File: src/rtl/fetch_queue_pkg.sv
// rtl/fetch_queue_pkg.sv - shared fetch front-end types and processor constants
// Purpose: processor constants reused by fetch, decode and stall control, the
//          FIFO entry layout, the fetch stream state encoding and a PC helper.
// Ports:   none (package).
package fetch_queue_pkg;

  localparam logic [31:0] NOP_WORD_DEFAULT = 32'd0;
  localparam logic [31:0] RESET_PC_DEFAULT = 32'd0;

  localparam logic [4:0] OP_J   = 5'b00001;
  localparam logic [4:0] OP_BNE = 5'b00010;
  localparam logic [4:0] OP_JAL = 5'b00011;
  localparam logic [4:0] OP_JR  = 5'b00100;
  localparam logic [4:0] OP_BLT = 5'b00110;

  typedef enum logic [1:0] {
    ST_FLUSH = 2'd0,
    ST_RUN   = 2'd1,
    ST_HOLD  = 2'd2
  } stream_state_e;

  typedef struct packed {
    logic [31:0] pc;
    logic [31:0] insn;
  } fetch_entry_t;

  // Word addresses wrap naturally at 2^32.
  function automatic logic [31:0] pc_inc(input logic [31:0] pc);
    return pc + 32'd1;
  endfunction

endpackage

File: src/rtl/fetch_fifo.sv
// rtl/fetch_fifo.sv - DEPTH x 64-bit circular prefetch buffer
// Purpose: holds {pc, insn} pairs between imem response and decode.
// Ports:   clock, reset (async, active-low); push/din write an entry; pop
//          retires the head; flush empties the buffer; dout is the registered
//          head entry; count is the number of valid entries.
module fetch_fifo
  import fetch_queue_pkg::*;
#(
  parameter int DEPTH = 4
) (
  input  logic                       clock,
  input  logic                       reset,
  input  logic                       push,
  input  logic                       pop,
  input  logic                       flush,
  input  fetch_entry_t               din,
  output fetch_entry_t               dout,
  output logic [$clog2(DEPTH):0]     count
);

  localparam int PTR_W = $clog2(DEPTH);
  localparam int CNT_W = PTR_W + 1;

  fetch_entry_t     mem [DEPTH];
  logic [PTR_W-1:0] wr_ptr;
  logic [PTR_W-1:0] rd_ptr;
  logic             full;

  assign full = (count == CNT_W'(DEPTH));
  assign dout = mem[rd_ptr];

  // Pointers wrap modulo DEPTH on their own; count disambiguates full/empty.
  always_ff @(posedge clock or negedge reset) begin
    if (!reset) begin
      wr_ptr <= '0;
      rd_ptr <= '0;
      count  <= '0;
    end else if (flush) begin
      wr_ptr <= '0;
      rd_ptr <= '0;
      count  <= '0;
    end else begin
      if (push) wr_ptr <= wr_ptr + PTR_W'(1);
      if (pop)  rd_ptr <= rd_ptr + PTR_W'(1);
      case ({push, pop})
        2'b10:   count <= count + CNT_W'(1);
        2'b01:   count <= count - CNT_W'(1);
        default: count <= count;
      endcase
    end
  end

  always_ff @(posedge clock) begin
    if (push && !flush) mem[wr_ptr] <= din;
  end

  // The issuer's credit check must keep responses out of a full buffer.
  always_ff @(posedge clock) begin
    if (reset && !flush) begin
      a_no_push_full: assert (!(push && full));
    end
  end

endmodule

File: src/rtl/fetch_queue.sv
// rtl/fetch_queue.sv - instruction fetch front end with prefetch FIFO
// Purpose: issues the imem word address stream, captures returned words into
//          a prefetch FIFO and hands (pc, insn) pairs to decode; flushes on
//          X-stage redirects.
// Ports:   clock, reset (async, active-low); address_imem/q_imem to imem;
//          redirect_valid/redirect_pc from X; out_valid/out_ready handshake
//          with out_pc, out_pc_next, out_insn to decode; occupancy count.
module fetch_queue
  import fetch_queue_pkg::*;
#(
  parameter int          DEPTH    = 4,
  parameter logic [31:0] RESET_PC = RESET_PC_DEFAULT,
  parameter logic [31:0] NOP_WORD = NOP_WORD_DEFAULT
) (
  input  logic                   clock,
  input  logic                   reset,
  output logic [31:0]            address_imem,
  input  logic [31:0]            q_imem,
  input  logic                   redirect_valid,
  input  logic [31:0]            redirect_pc,
  output logic                   out_valid,
  input  logic                   out_ready,
  output logic [31:0]            out_pc,
  output logic [31:0]            out_pc_next,
  output logic [31:0]            out_insn,
  output logic [$clog2(DEPTH):0] occupancy
);

  localparam int CNT_W = $clog2(DEPTH) + 1;
  localparam int SUM_W = CNT_W + 1;

  logic [31:0]   fetch_pc;
  logic [31:0]   req_pc;
  logic          inflight;
  stream_state_e state;

  logic          push;
  logic          pop;
  logic          issue;
  logic [SUM_W-1:0] credit_sum;
  fetch_entry_t  fifo_din;
  fetch_entry_t  fifo_dout;

  // A redirect kills both the returning response and any pop this cycle.
  assign push = inflight && !redirect_valid;
  assign pop  = out_valid && out_ready && !redirect_valid;

  // Entries already held, the response landing now and the one this issue
  // would produce must all fit, so a response never meets a full FIFO.
  assign credit_sum = SUM_W'(occupancy) + SUM_W'(inflight)
                    + SUM_W'(push) - SUM_W'(pop);
  assign issue      = !redirect_valid && (credit_sum < SUM_W'(DEPTH));

  assign address_imem = fetch_pc;
  assign fifo_din     = '{pc: req_pc, insn: q_imem};

  fetch_fifo #(.DEPTH(DEPTH)) u_fifo (
    .clock (clock),
    .reset (reset),
    .push  (push),
    .pop   (pop),
    .flush (redirect_valid),
    .din   (fifo_din),
    .dout  (fifo_dout),
    .count (occupancy)
  );

  assign out_valid   = (occupancy != '0);
  assign out_pc      = out_valid ? fifo_dout.pc : 32'd0;
  assign out_pc_next = pc_inc(out_pc);
  assign out_insn    = out_valid ? fifo_dout.insn : NOP_WORD;

  always_ff @(posedge clock or negedge reset) begin
    if (!reset) begin
      fetch_pc <= RESET_PC;
      req_pc   <= 32'd0;
      inflight <= 1'b0;
      state    <= ST_FLUSH;
    end else if (redirect_valid) begin
      fetch_pc <= redirect_pc;
      inflight <= 1'b0;
      state    <= ST_FLUSH;
    end else begin
      inflight <= issue;
      if (issue) begin
        req_pc   <= fetch_pc;
        fetch_pc <= pc_inc(fetch_pc);
      end
      case (state)
        ST_FLUSH: state <= ST_RUN;
        ST_RUN:   state <= issue ? ST_RUN : ST_HOLD;
        ST_HOLD:  state <= issue ? ST_RUN : ST_HOLD;
        default:  state <= ST_FLUSH;
      endcase
    end
  end

endmodule

File: config.mk
export PLATFORM = sky130hd
export DESIGN_NAME = fetch_queue
export DESIGN_NICKNAME = d
export VERILOG_FILES = /design/src/rtl/fetch_queue_pkg.sv /design/src/rtl/fetch_fifo.sv /design/src/rtl/fetch_queue.sv
export SDC_FILE = /design/constraint.sdc
export NUM_CORES = 1
export LEC_CHECK = 0
export BUFFER_PORTS_ARGS = -buffer_cell sky130_fd_sc_hd__buf_2
export CORE_UTILIZATION = 62
export DETAILED_ROUTE_END_ITERATION = 16
export PLACE_DENSITY = 0.88
export SKIP_CTS_REPAIR_TIMING = 1
export SLEW_MARGIN = 20
export SYNTH_ARGS = -nofsm -noshare
export SYNTH_HDL_FRONTEND = slang
export SYNTH_SLANG_ARGS = --single-unit
export TNS_END_PERCENT = 100
File: constraint.sdc
create_clock -name clock -period 6.74 [get_ports clock]
set_clock_uncertainty 0.1 [all_clocks]
set_input_delay 1.685 -clock clock [delete_from_list [all_inputs] [get_ports clock]]
set_output_delay 1.685 -clock clock [all_outputs]
set_load 0.02 [all_outputs]
Yosys cells after proc, flatten, opt, wreduce, memory -nomap -nowiden
Memory sizes are Yosys's and may differ from the RTL's.
Index checks and enable logic that the tools add are counted.
{"block": "totals", "wordCells": 45, "memories": 1, "ramBits": 256, "output_inout_bits": 132, "in_bits": 68, "ff_bits": 72, "mem_bits_ro": 0, "latch_bits": 0}
{"block": "op_classes", "div": 0, "mux": 13, "add_sub_neg": 9, "bitwise_logic": 1, "mul": 0, "reduce_logical": 12, "n_eq_ne": 2, "order_cmp": 1, "n_shift": 0}
{"name": "u_fifo.mem", "depth": 4, "width": 64, "read_ports": 1, "rd_ports_with_merged_regs": 0, "write_ports": 1, "line_no": "fetch_fifo.sv:24", "text": "fetch_entry_t mem [DEPTH];"}
{"cell": "32-bit 2-to-1 mux", "count": 4}
{"cell": "32-bit by 1-bit adder with 32-bit output (second input constant)", "count": 2}
{"cell": "2-bit 2-to-1 mux", "count": 4}
{"cell": "3-bit case mux with 2 select lines", "count": 1}
{"cell": "2-bit nonzero test", "count": 3}
{"cell": "3-bit nonzero test", "count": 2}
{"cell": "1-bit logical AND", "count": 5}
{"cell": "2-bit by 1-bit adder with 2-bit output (second input constant)", "count": 2}
{"cell": "3-bit by 1-bit adder with 4-bit output", "count": 1}
{"cell": "4-bit by 1-bit adder with 4-bit output", "count": 1}
{"cell": "4-bit by 3-bit < comparator with 1-bit output (second input constant)", "count": 1}
{"cell": "4-bit by 1-bit subtractor with 4-bit output", "count": 1}
{"cell": "3-bit by 1-bit adder with 3-bit output (second input constant)", "count": 1}
{"cell": "1-bit 2-to-1 mux", "count": 3}
{"cell": "3-bit 2-to-1 mux", "count": 1}
{"cell": "3-bit by 1-bit subtractor with 3-bit output (second input constant)", "count": 1}
{"cell": "2-bit by 1-bit equality test with 1-bit output (second input constant)", "count": 1}
{"cell": "2-bit equality test (second input constant)", "count": 1}
{"cell": "2-bit AND reduction", "count": 1}
{"cell": "1-bit logical NOT", "count": 1}
{"cell": "1-bit NOT", "count": 1}

Depth between registers and ports, before layout
Gate-level depths: netlist of run 1.
{"block": "depth", "ltp_word": 8, "mapped_depth": 15, "mapped_depth_nobuf": 13}

Hierarchy
Synthesis of run 1 repeated with hierarchy kept, for this count alone.
{"block": "unflattened", "hier_cells": 884, "area_unflattened_um2": 14057.2}
{"mod": "fetch_fifo", "seq_area_each_um2": 7862.5, "area_per_inst_um2": 9656.8, "n_inst": 1, "cells_each": 375}
{"mod": "fetch_queue", "seq_area_each_um2": 1626.6, "area_per_inst_um2": 4400.5, "n_inst": 1, "cells_each": 509}

Worst setup path after synthesis of run 1
Ideal clock, no wire load.
{"block": "synth_path", "kind": "register -> output", "start": "reg u_fifo.count[0]", "end": "out out_pc_next[30]", "path_slack_ps": 1893, "n_path_buf": 2, "required_time_ps": 4955, "arrival_ps": 3062, "path_stages_with_launch": 12, "path_cell_list": "dfrtp_1 nor3_1 inv_1 buf_4 clkbuf_1 nand2_1 inv_1 ha_1 nand3_1 nor4b_4 nand4_1 xnor2_1"}
{"block": "synth_between", "elab_chain_len": 3}
{"item": "from (decl)", "line_no": "fetch_fifo.sv:18", "text": "output logic [$clog2(DEPTH):0] count"}
{"item": "from (signal assigned)", "line_no": "fetch_fifo.sv:46", "text": "2'b10: count <= count + CNT_W'(1);"}
{"item": "from (signal assigned)", "line_no": "fetch_fifo.sv:47", "text": "2'b01: count <= count - CNT_W'(1);"}
{"item": "from (signal assigned)", "line_no": "fetch_fifo.sv:48", "text": "default: count <= count;"}
{"item": "3-bit nonzero test", "line_no": "fetch_queue.sv:68", "text": "assign out_valid = (occupancy != '0);"}
{"item": "net out_valid", "line_no": "fetch_queue.sv:21", "text": "output logic out_valid,"}
{"item": "32-bit 2-to-1 mux", "line_no": "fetch_queue.sv:69", "text": "assign out_pc = out_valid ? fifo_dout.pc : 32'd0;"}
{"item": "net out_pc[0]", "line_no": "fetch_queue.sv:23", "text": "output logic [31:0] out_pc,"}
{"item": "32-bit by 1-bit adder with 32-bit output", "line_no": "fetch_queue_pkg.sv:29", "text": "return pc + 32'd1;"}
{"item": "to (decl)", "line_no": "fetch_queue.sv:24", "text": "output logic [31:0] out_pc_next,"}
The timed path passes the listed nets, and every way through them passes these cells.

Final worst setup path of run 1
{"block": "layout_path", "start": "reg u_fifo.rd_ptr[1]", "end": "out out_pc_next[31]"}
{"block": "layout_between", "elab_chain_len": 3}
{"item": "from (decl)", "line_no": "fetch_fifo.sv:26", "text": "logic [PTR_W-1:0] rd_ptr;"}
{"item": "from (signal assigned)", "line_no": "fetch_fifo.sv:44", "text": "if (pop) rd_ptr <= rd_ptr + PTR_W'(1);"}
{"item": "memory 4 x 64 bit"}
{"item": "32-bit 2-to-1 mux", "line_no": "fetch_queue.sv:69"}
{"item": "32-bit by 1-bit adder with 32-bit output", "line_no": "fetch_queue_pkg.sv:29"}
Every way passes these cells.

==> flow_summary.json, run 1 <==
{
  "grt_first_pass_wirelength_mm": 47.0,
  "num_io_pins": 200,
  "ant_nets": 0,
  "synthMuxAreaShare_pct": 14.1,
  "drv_cap": 0,
  "fp.dieH_um": 153,
  "ctsHtreeMaxLevel": 1,
  "worst_setup_path_start_kind": "flop",
  "rsz0062_at_grt": "no",
  "power_density_mw_per_mm2": 422,
  "min_period_over_period_pct": 81.8,
  "status": "complete, no violations",
  "rrSetupSlack_ns": 1.93,
  "synth_seq_cells": 328,
  "track_usage_pct": 26.3,
  "fin_crit_ns": 5.51,
  "peakVddDrop_uv": 276,
  "rr_startpoint": "u_fifo.count[1]",
  "insertion_delay_ns": 0.55,
  "rr_endpoint": "req_pc[24]",
  "grt_remaining_overflow": 0,
  "synth-adder-area-share_pct": 1.11,
  "p_leak_uw": 0.00619,
  "cts_max_path_buffers": 3,
  "crit_path_max_fanout": 42,
  "required_ns": 4.95,
  "synth_cell_types": 46,
  "nFillCells": 1314,
  "clock_power_share_pct": 25.5,
  "gp_congestion": 0.925,
  "swShare_pct": 34.4,
  "synth-simple-area-share_pct": 9.90,
  "synth_area_per_cell_um2": 16.4,
  "combPwrFrac_pct": 31.8,
  "max_freq_mhz": 181,
  "synth_compound_area_share_pct": 1.40,
  "hold_depth": 0,
  "numCtsBuffers": 31,
  "dieArea_mm2": 0.0234,
  "drive_above_1_share_pct": 35.0,
  "cp-end-kind": "output pin",
  "rows": 54,
  "p_seq_share_pct": 42.7,
  "critPathLaunch": "u_fifo.rd_ptr[1]",
  "vias_per_cell": 6.07,
  "ys_seq_area_share_pct": 67.1,
  "layout_commonest_cell": "edfxtp_1",
  "power_switching_uw": 2390,
  "final_hold_viol_count": 0,
  "clk_pin_slew_ns": 0.06,
  "core_area_mm2": 0.0221,
  "wl_mm": 30.3,
  "final_util_pct": 74.3,
  "syn_inst": 863,
  "diodes": 0,
  "layout_common_cells": "edfxtp_1, buf_2, dfrtp_1",
  "hp-class": "reg2reg",
  "arrival_ns": 3.73,
  "relSlewSlack_pct": 31.6,
  "numPortBuffers": 199,
  "crit_type": "reg2out",
  "post_drt_wl_per_cell_um": 22.1,
  "area_delta_synth_final_pct": 16.1,
  "vias": 8322,
  "setup_viol": 0,
  "min_from": "req_pc[14]",
  "synth.net_count": 943,
  "cts_tree": "built",
  "dp_hpwl_mm": 19.7,
  "drv_slew": 0,
  "start_util_pct": 64.0,
  "synth_top_family_by_area": "multiplexers",
  "nNetsFinal": 1146,
  "cts_root_buffer": "clkbuf_16",
  "grt_start_max_net_pins": 73,
  "grt_pass1_vias": 8272,
  "dominantRegCellSynth": "edfxtp_1",
  "reg2regPathDepth": 16,
  "drt-pass1-iter-count": 5,
  "die_x_um": 153,
  "drcViolationCount": 0,
  "tightest_slew_ns": 1.03,
  "synth_xor_area_share_pct": 4.09,
  "netlist_area_mm2": 0.0141,
  "drt-initial-drc-count": 594,
  "yosysWarnings": 0,
  "p_int_uw": 4540,
  "synth_edf_count": 256,
  "cts_sinks": 328,
  "crit_path_end": "out_pc_next[31]",
  "antenna_found_initial": 0,
  "async_flop_share_pct": 22.0,
  "setup_tns_ns": 0
}
## per-layer routing
layer	global-route usage, %	routed length, um
met5	0	0
met2	43.2	15100
met3	3.71	2250
met1	36.5	12000
met4	9.67	960
## cell usage after synthesis, drive strengths merged, types with 14 or more instances
| master | count | area [um2] |
|---|---|---|
| edfxtp | 256 | 7690 |
| dfrtp | 72 | 1800 |
| and2 | 70 | 438 |
| mux4 | 67 | 1530 |
| nand2 | 58 | 218 |
| xnor2 | 44 | 385 |
| mux2 | 40 | 450 |
| nand3 | 31 | 155 |
| o21ai | 27 | 135 |
| nor2 | 26 | 97.6 |
| buf | 24 | 190 |
| xor2 | 22 | 193 |
| inv | 18 | 67.6 |
| clkbuf | 17 | 63.8 |
| nand4 | 14 | 87.6 |
| nor3 | 14 | 70.1 |
## power groups by stage
stage | Sequential, uW | Combinational, uW | Clock (uW)
CTS | 2960 | 2210 | 1780
floorplan | 2860 | 1610 | 0
global route | 3000 | 2350 | 1860
finish | 2960 | 2200 | 1770
detailed placement | 2990 | 2200 | 0
global placement | 2950 | 2140 | 0
## worst max-delay path, stage by stage (launching register included)
cell	delay, ns
dfrtp_2	1.02
mux4_2	0.66
nor3b_2	0.38
nand3_1	0.16
nor4_1	0.45
xor2_1	0.26
buf_2	0.21
## registers in the layout (all words and copies together), names as in the netlist
register	count
req_pc	32
u_fifo.count	3
inflight	1
u_fifo.rd_ptr	2
address_imem	32
u_fifo.mem	256
u_fifo.wr_ptr	2
## cell type report
type                       count  area [um2]  area share, %
clock inverter                14         124          0.755
timing repair buffer         211        1090           6.62
clock buffer                  44         938           5.72
multi-input combinational    476        4350           26.5
inverter                      18        67.6          0.412
tap                          280         350           2.13
sequential                   328        9490           57.8
## worst min-delay path by stage
stage	to	slack [ns]
final	u_fifo.mem[0][46]	0.40
after global placement	u_fifo.mem[0][51]	0.39
after CTS	u_fifo.mem[0][46]	0.40
after floorplan	u_fifo.mem[0][32]	0.37
after detailed placement	u_fifo.mem[2][37]	0.40
after global routing	u_fifo.mem[0][46]	0.42
## kinds of logic (layout without fill, tap and decap cells)
group | count (synthesis) | in the layout
muxes | 109 | 109
AOI/OAI and AO/OA | 35 | 35
buffers and inverters | 59 | 287
xor gates and xnor gates | 66 | 66
and+or+nand+nor | 254 | 254
DFF | 328 | 328
adders and majority gates | 12 | 12
## metrics by stage
stage               total power (uW)  hold slack, ns  instances  instance area [um2]  setup slack (ns)
floorplan                       4470           0.372        863                14100              1.89
global placement                5090           0.388       1313                15300              1.64
detailed placement              5190           0.402       1313                15300              1.51
CTS                             6950           0.397       1371                16400              1.24
global route                    7210           0.423       1371                16400              1.06
finish                          6930           0.398       1371                16400              1.23
Power figures use the tool's default switching activity.
==> run 2: changes to the inputs <==
- CORE_UTILIZATION: 62 -> 57
- PLACE_DENSITY: 0.88 -> 0.82
- clock period: 6.74 -> 5.53 ns (I/O delays scaled with it)
==> run 2 against run 1 <==
Utilization decreased by 6.0 points. Critical path depth rose by 1. Largest power group unchanged. Worst setup slack lost 0.95 ns.
==> flow_summary.json, run 2 (synthesis gave the netlist of run 1 again) <==
{
  "status": "complete, no violations",
  "rrSetupSlack_ns": 1.09,
  "fp.dieH_um": 160,
  "start_util_pct": 58.2,
  "final_util_pct": 68.3,
  "fin_crit_ns": 5.25,
  "min_period_over_period_pct": 94.9,
  "placed_area_mm2": 0.0154,
  "vias": 8249,
  "drv_cap": 0,
  "p_leak_uw": 0.00626,
  "largest_reg_flops": 256,
  "min_from": "req_pc[13]",
  "rr_startpoint": "u_fifo.count[1]",
  "power_density_mw_per_mm2": 518,
  "layout_common_cells": "edfxtp_1, buf_2, dfrtp_1",
  "drv_slew": 0,
  "regMostFlops": "u_fifo.mem",
  "ant_nets": 0,
  "track_usage_pct": 23.8,
  "dieArea_mm2": 0.0254,
  "critPathLaunch": "u_fifo.rd_ptr[0]",
  "drt-initial-drc-count": 532,
  "cts_sinks": 328,
  "top_layer_used": "met4",
  "nNetsFinal": 1155,
  "max_freq_mhz": 191,
  "crit_type": "reg2out",
  "place_ws_ns": 0.665,
  "met3_wirelength_mm": 2.08,
  "arrival_ns": 3.77,
  "grt_first_pass_wirelength_mm": 45.8,
  "core_area_mm2": 0.0243,
  "vias_per_cell": 5.79,
  "diodes": 0,
  "peakVddDrop_uv": 280,
  "wl_mm": 29.7,
  "crit_path_max_fanout": 40,
  "slowest_stage": "dfrtp_4",
  "cpPeakStageDelay_ns": 0.90,
  "grt_start_max_net_pins": 65,
  "numPortBuffers": 199,
  "design_area_mm2": 0.0166,
  "layout_commonest_cell": "edfxtp_1",
  "required_ns": 4.05,
  "num_io_pins": 200,
  "insertion_delay_ns": 0.52,
  "setup_ws_ns": 0.282,
  "wl_met1_mm": 12.3,
  "cts_max_path_buffers": 3,
  "grt_pass1_vias": 8322,
  "clk_pin_slew_ns": 0.06,
  "numCtsBuffers": 34,
  "drt-pass1-iter-count": 5,
  "area_delta_synth_final_pct": 17.4,
  "wl_met2_mm": 14.3,
  "hp-class": "reg2reg",
  "dp_hpwl_mm": 19.5,
  "cts_tree": "built",
  "ctsHtreeMaxLevel": 2,
  "cp-end-kind": "output pin",
  "cts_root_buffer": "clkbuf_16",
  "power_uw": 8600,
  "die_x_um": 160,
  "final_hold_viol_count": 0,
  "grt_remaining_overflow": 0,
  "worst_setup_path_start_kind": "flop",
  "gp_congestion": 0.901,
  "setup_tns_ns": 0,
  "rows": 57,
  "relSlewSlack_pct": 32.0,
  "setup_viol": 0,
  "drive_above_1_share_pct": 35.1,
  "drcViolationCount": 0,
  "tightest_slew_ns": 1.02,
  "crit_chain": "mux4_2 > and4_1 > and2_1 > nand3_1 > nor4_1 > xor2_1 > buf_2",
  "antenna_found_initial": 0,
  "post_drt_wl_per_cell_um": 20.8,
  "rsz0062_at_grt": "no"
}
[run 2: changes by cell type in the layout (fill, tap and decap cells not counted), moves of 2 or more]
cell       before  now
buf_4          12   18
clkinv_1        1    7
inv_4           6    0
clkinv_2        1    5
bufinv_16       1    4
and2_2          2    4
and2_4          2    0
clkbuf_8        5    3
clkinv_8        0    2
inv_6           2    0
[run 2: critical path: cells and delay by family, from the launching register on]
kind	cells	cell delay (ns)
XOR/XNOR	1	0.27
buffers and inverters	1	0.21
flip-flops	1	0.90
multiplexers	1	0.44
AND/OR/NAND/NOR	4	1.43
[run 2: metrics by stage]
stage	hold slack [ns]	instances
6_report	0.413	1425
5_1_grt	0.439	1425
4_1_cts	0.417	1425
3_5_place_dp	0.403	1363
3_3_place_gp	0.391	1363
2_1_floorplan	0.372	863
[run 2: worst paths after layout]
kind | end | cells after the start
max | out_pc_next[31] | 7
min in group asynchronous | address_imem[27] | 1
min | u_fifo.mem[1][45] | 0
min reg2reg | u_fifo.mem[1][45] | 0
max reg2reg | req_pc[5] | 14
max in group asynchronous | u_fifo.rd_ptr[0] | 2
[run 2: cell type report]
cell class	count	area, um2
clock buffer	43	936
clock inverter	19	215
fill	1592	7720
inverter	18	67.6
multi-input combinational	476	4350
sequential	328	9490
tap	324	405
timing repair buffer	217	1130
[run 2: where the power goes]
| part | leakage, uW | internal (uW) | switching [uW] |
|---|---|---|---|
| clock network | 0.000558 | 1390 | 907 |
| registers | 0.00320 | 3210 | 384 |
| logic | 0.00250 | 1100 | 1610 |
[run 2: metal layers]
metal | global-route usage, % | vias up
met1 | 32.6 | 4113
met2 | 38.6 | 375
met4 | 9.57 | 0
met5 | 0 | -
met3 | 3.70 | 60
li1 | - | 3701
==> run 3: changes to the inputs <==
- PLACE_DENSITY: 0.82 -> 0.79
==> run 3 against run 2 <==
Cell count barely moved. Total power fell by 0.46%. Worst setup slack improved by 0.23 ns. Final area barely moved. Combinational power barely moved. Global-route usage barely moved. Sequential power barely moved. Critical path type unchanged. Highest routed layer unchanged.
==> flow_summary.json, run 3 (synthesis gave the netlist of run 1 again) <==
{
  "fp.dieH_um": 160,
  "power_uw": 8560,
  "register_area_mm2": 0.00949,
  "nFillCells": 1655,
  "dp_hpwl_mm": 19.1,
  "multi_input_area_mm2": 0.00435,
  "cp-end-kind": "output pin",
  "rr_startpoint": "u_fifo.count[0]",
  "tightest_slew_ns": 0.974,
  "start_util_pct": 58.2,
  "relSlewSlack_pct": 35.0,
  "required_ns": 4.05,
  "stdcell_count": 1424,
  "ant_nets": 0,
  "core_area_mm2": 0.0243,
  "status": "complete, no violations",
  "drv_cap": 0,
  "setup_viol": 0,
  "arrival_ns": 3.54,
  "whs_ns": 0.413,
  "placed_area_mm2": 0.0154,
  "dieArea_mm2": 0.0254,
  "cts_sinks": 328,
  "vias_per_cell": 5.77,
  "p_leak_uw": 0.00626,
  "grt_remaining_overflow": 0,
  "cts_max_path_buffers": 3,
  "numPortBuffers": 199,
  "rsz0062_at_grt": "no",
  "drive_above_1_share_pct": 35.2,
  "worst_setup_path_start_kind": "flop",
  "grt_pass1_vias": 8564,
  "num_io_pins": 200,
  "cts_root_buffer": "clkbuf_16",
  "setup_tns_ns": 0,
  "rrSetupSlack_ns": 0.95,
  "critPathLaunch": "u_fifo.rd_ptr[1]",
  "drv_slew": 0,
  "cts_tree": "built",
  "dp.cells": 1361,
  "wl_mm": 29.3,
  "regMostFlops": "u_fifo.mem",
  "insertion_delay_ns": 0.51,
  "clk_pin_slew_ns": 0.06,
  "fin_crit_ns": 5.02,
  "antenna_found_initial": 0,
  "crit_type": "reg2out",
  "crit_path_max_fanout": 29,
  "layout_common_cells": "edfxtp_1, buf_2, dfrtp_1",
  "ctsHtreeMaxLevel": 2,
  "track_usage_pct": 23.8,
  "min_from": "req_pc[5]",
  "design_area_mm2": 0.0166,
  "drt-pass1-iter-count": 5,
  "final_hold_viol_count": 0,
  "diodes": 0,
  "gp_congestion": 0.893,
  "min_period_over_period_pct": 90.7,
  "rows": 57,
  "layout_commonest_cell": "edfxtp_1",
  "power_density_mw_per_mm2": 516,
  "largest_reg_flops": 256,
  "nNetsFinal": 1154,
  "max_freq_mhz": 199,
  "grt_first_pass_wirelength_mm": 46.4,
  "grt_start_max_net_pins": 65,
  "vias": 8212,
  "hp-class": "reg2reg",
  "post_drt_wl_per_cell_um": 20.6,
  "numCtsBuffers": 35,
  "drt-initial-drc-count": 555,
  "peakVddDrop_uv": 304,
  "drcViolationCount": 0,
  "area_delta_synth_final_pct": 17.3,
  "die_x_um": 160
}
[run 3: worst paths after layout]
| path | endpoint | depth (start not counted) |
|---|---|---|
| min in group asynchronous | address_imem[25] | 1 |
| max in group asynchronous | u_fifo.rd_ptr[0] | 2 |
| setup reg to reg | req_pc[7] | 15 |
| hold reg to reg | u_fifo.mem[2][37] | 0 |
| hold / removal | u_fifo.mem[2][37] | 0 |
| setup / recovery | out_pc_next[26] | 8 |
[run 3: power breakdown]
group          total, uW  switching, uW  internal, uW
clock network       2280            903          1380
logic               2700           1610          1090
registers           3580            367          3210
[run 3: layer usage]
layer / wire length [um] / vias up / track usage, %
met5: 0 / - / 0
met2: 14200 / 367 / 38.3
met4: 652 / 0 / 7.87
met3: 2190 / 49 / 4.58
li1: - / 3698 / -
met1: 12300 / 4098 / 32.9
[run 3: area by class of cell]
class / instances / area share [%]
flip-flops and latches: 328 / 57.2
multi-input cells: 476 / 26.2
repair buffers: 215 / 6.80
clock buffers: 42 / 5.82
well taps: 324 / 2.44
clock inverters: 21 / 1.06
inverters: 18 / 0.407
[run 3: worst max-delay path, stage by stage, from the launching register on]
cell	delay (ns)
dfrtp_2	0.86
buf_4	0.35
mux4_2	0.26
nand3_1	0.13
or3b_4	0.46
nor4b_4	0.41
nand3_1	0.16
xnor2_1	0.16
buf_2	0.18
[run 3: stage by stage]
stage	utilization [%]	worst slack (ns)
6_report	68.2	0.512
5_1_grt	68.2	0.309
4_1_cts	68.2	0.493
3_5_place_dp	63.5	0.666
3_3_place_gp	63.5	0.741
2_1_floorplan	-	0.986
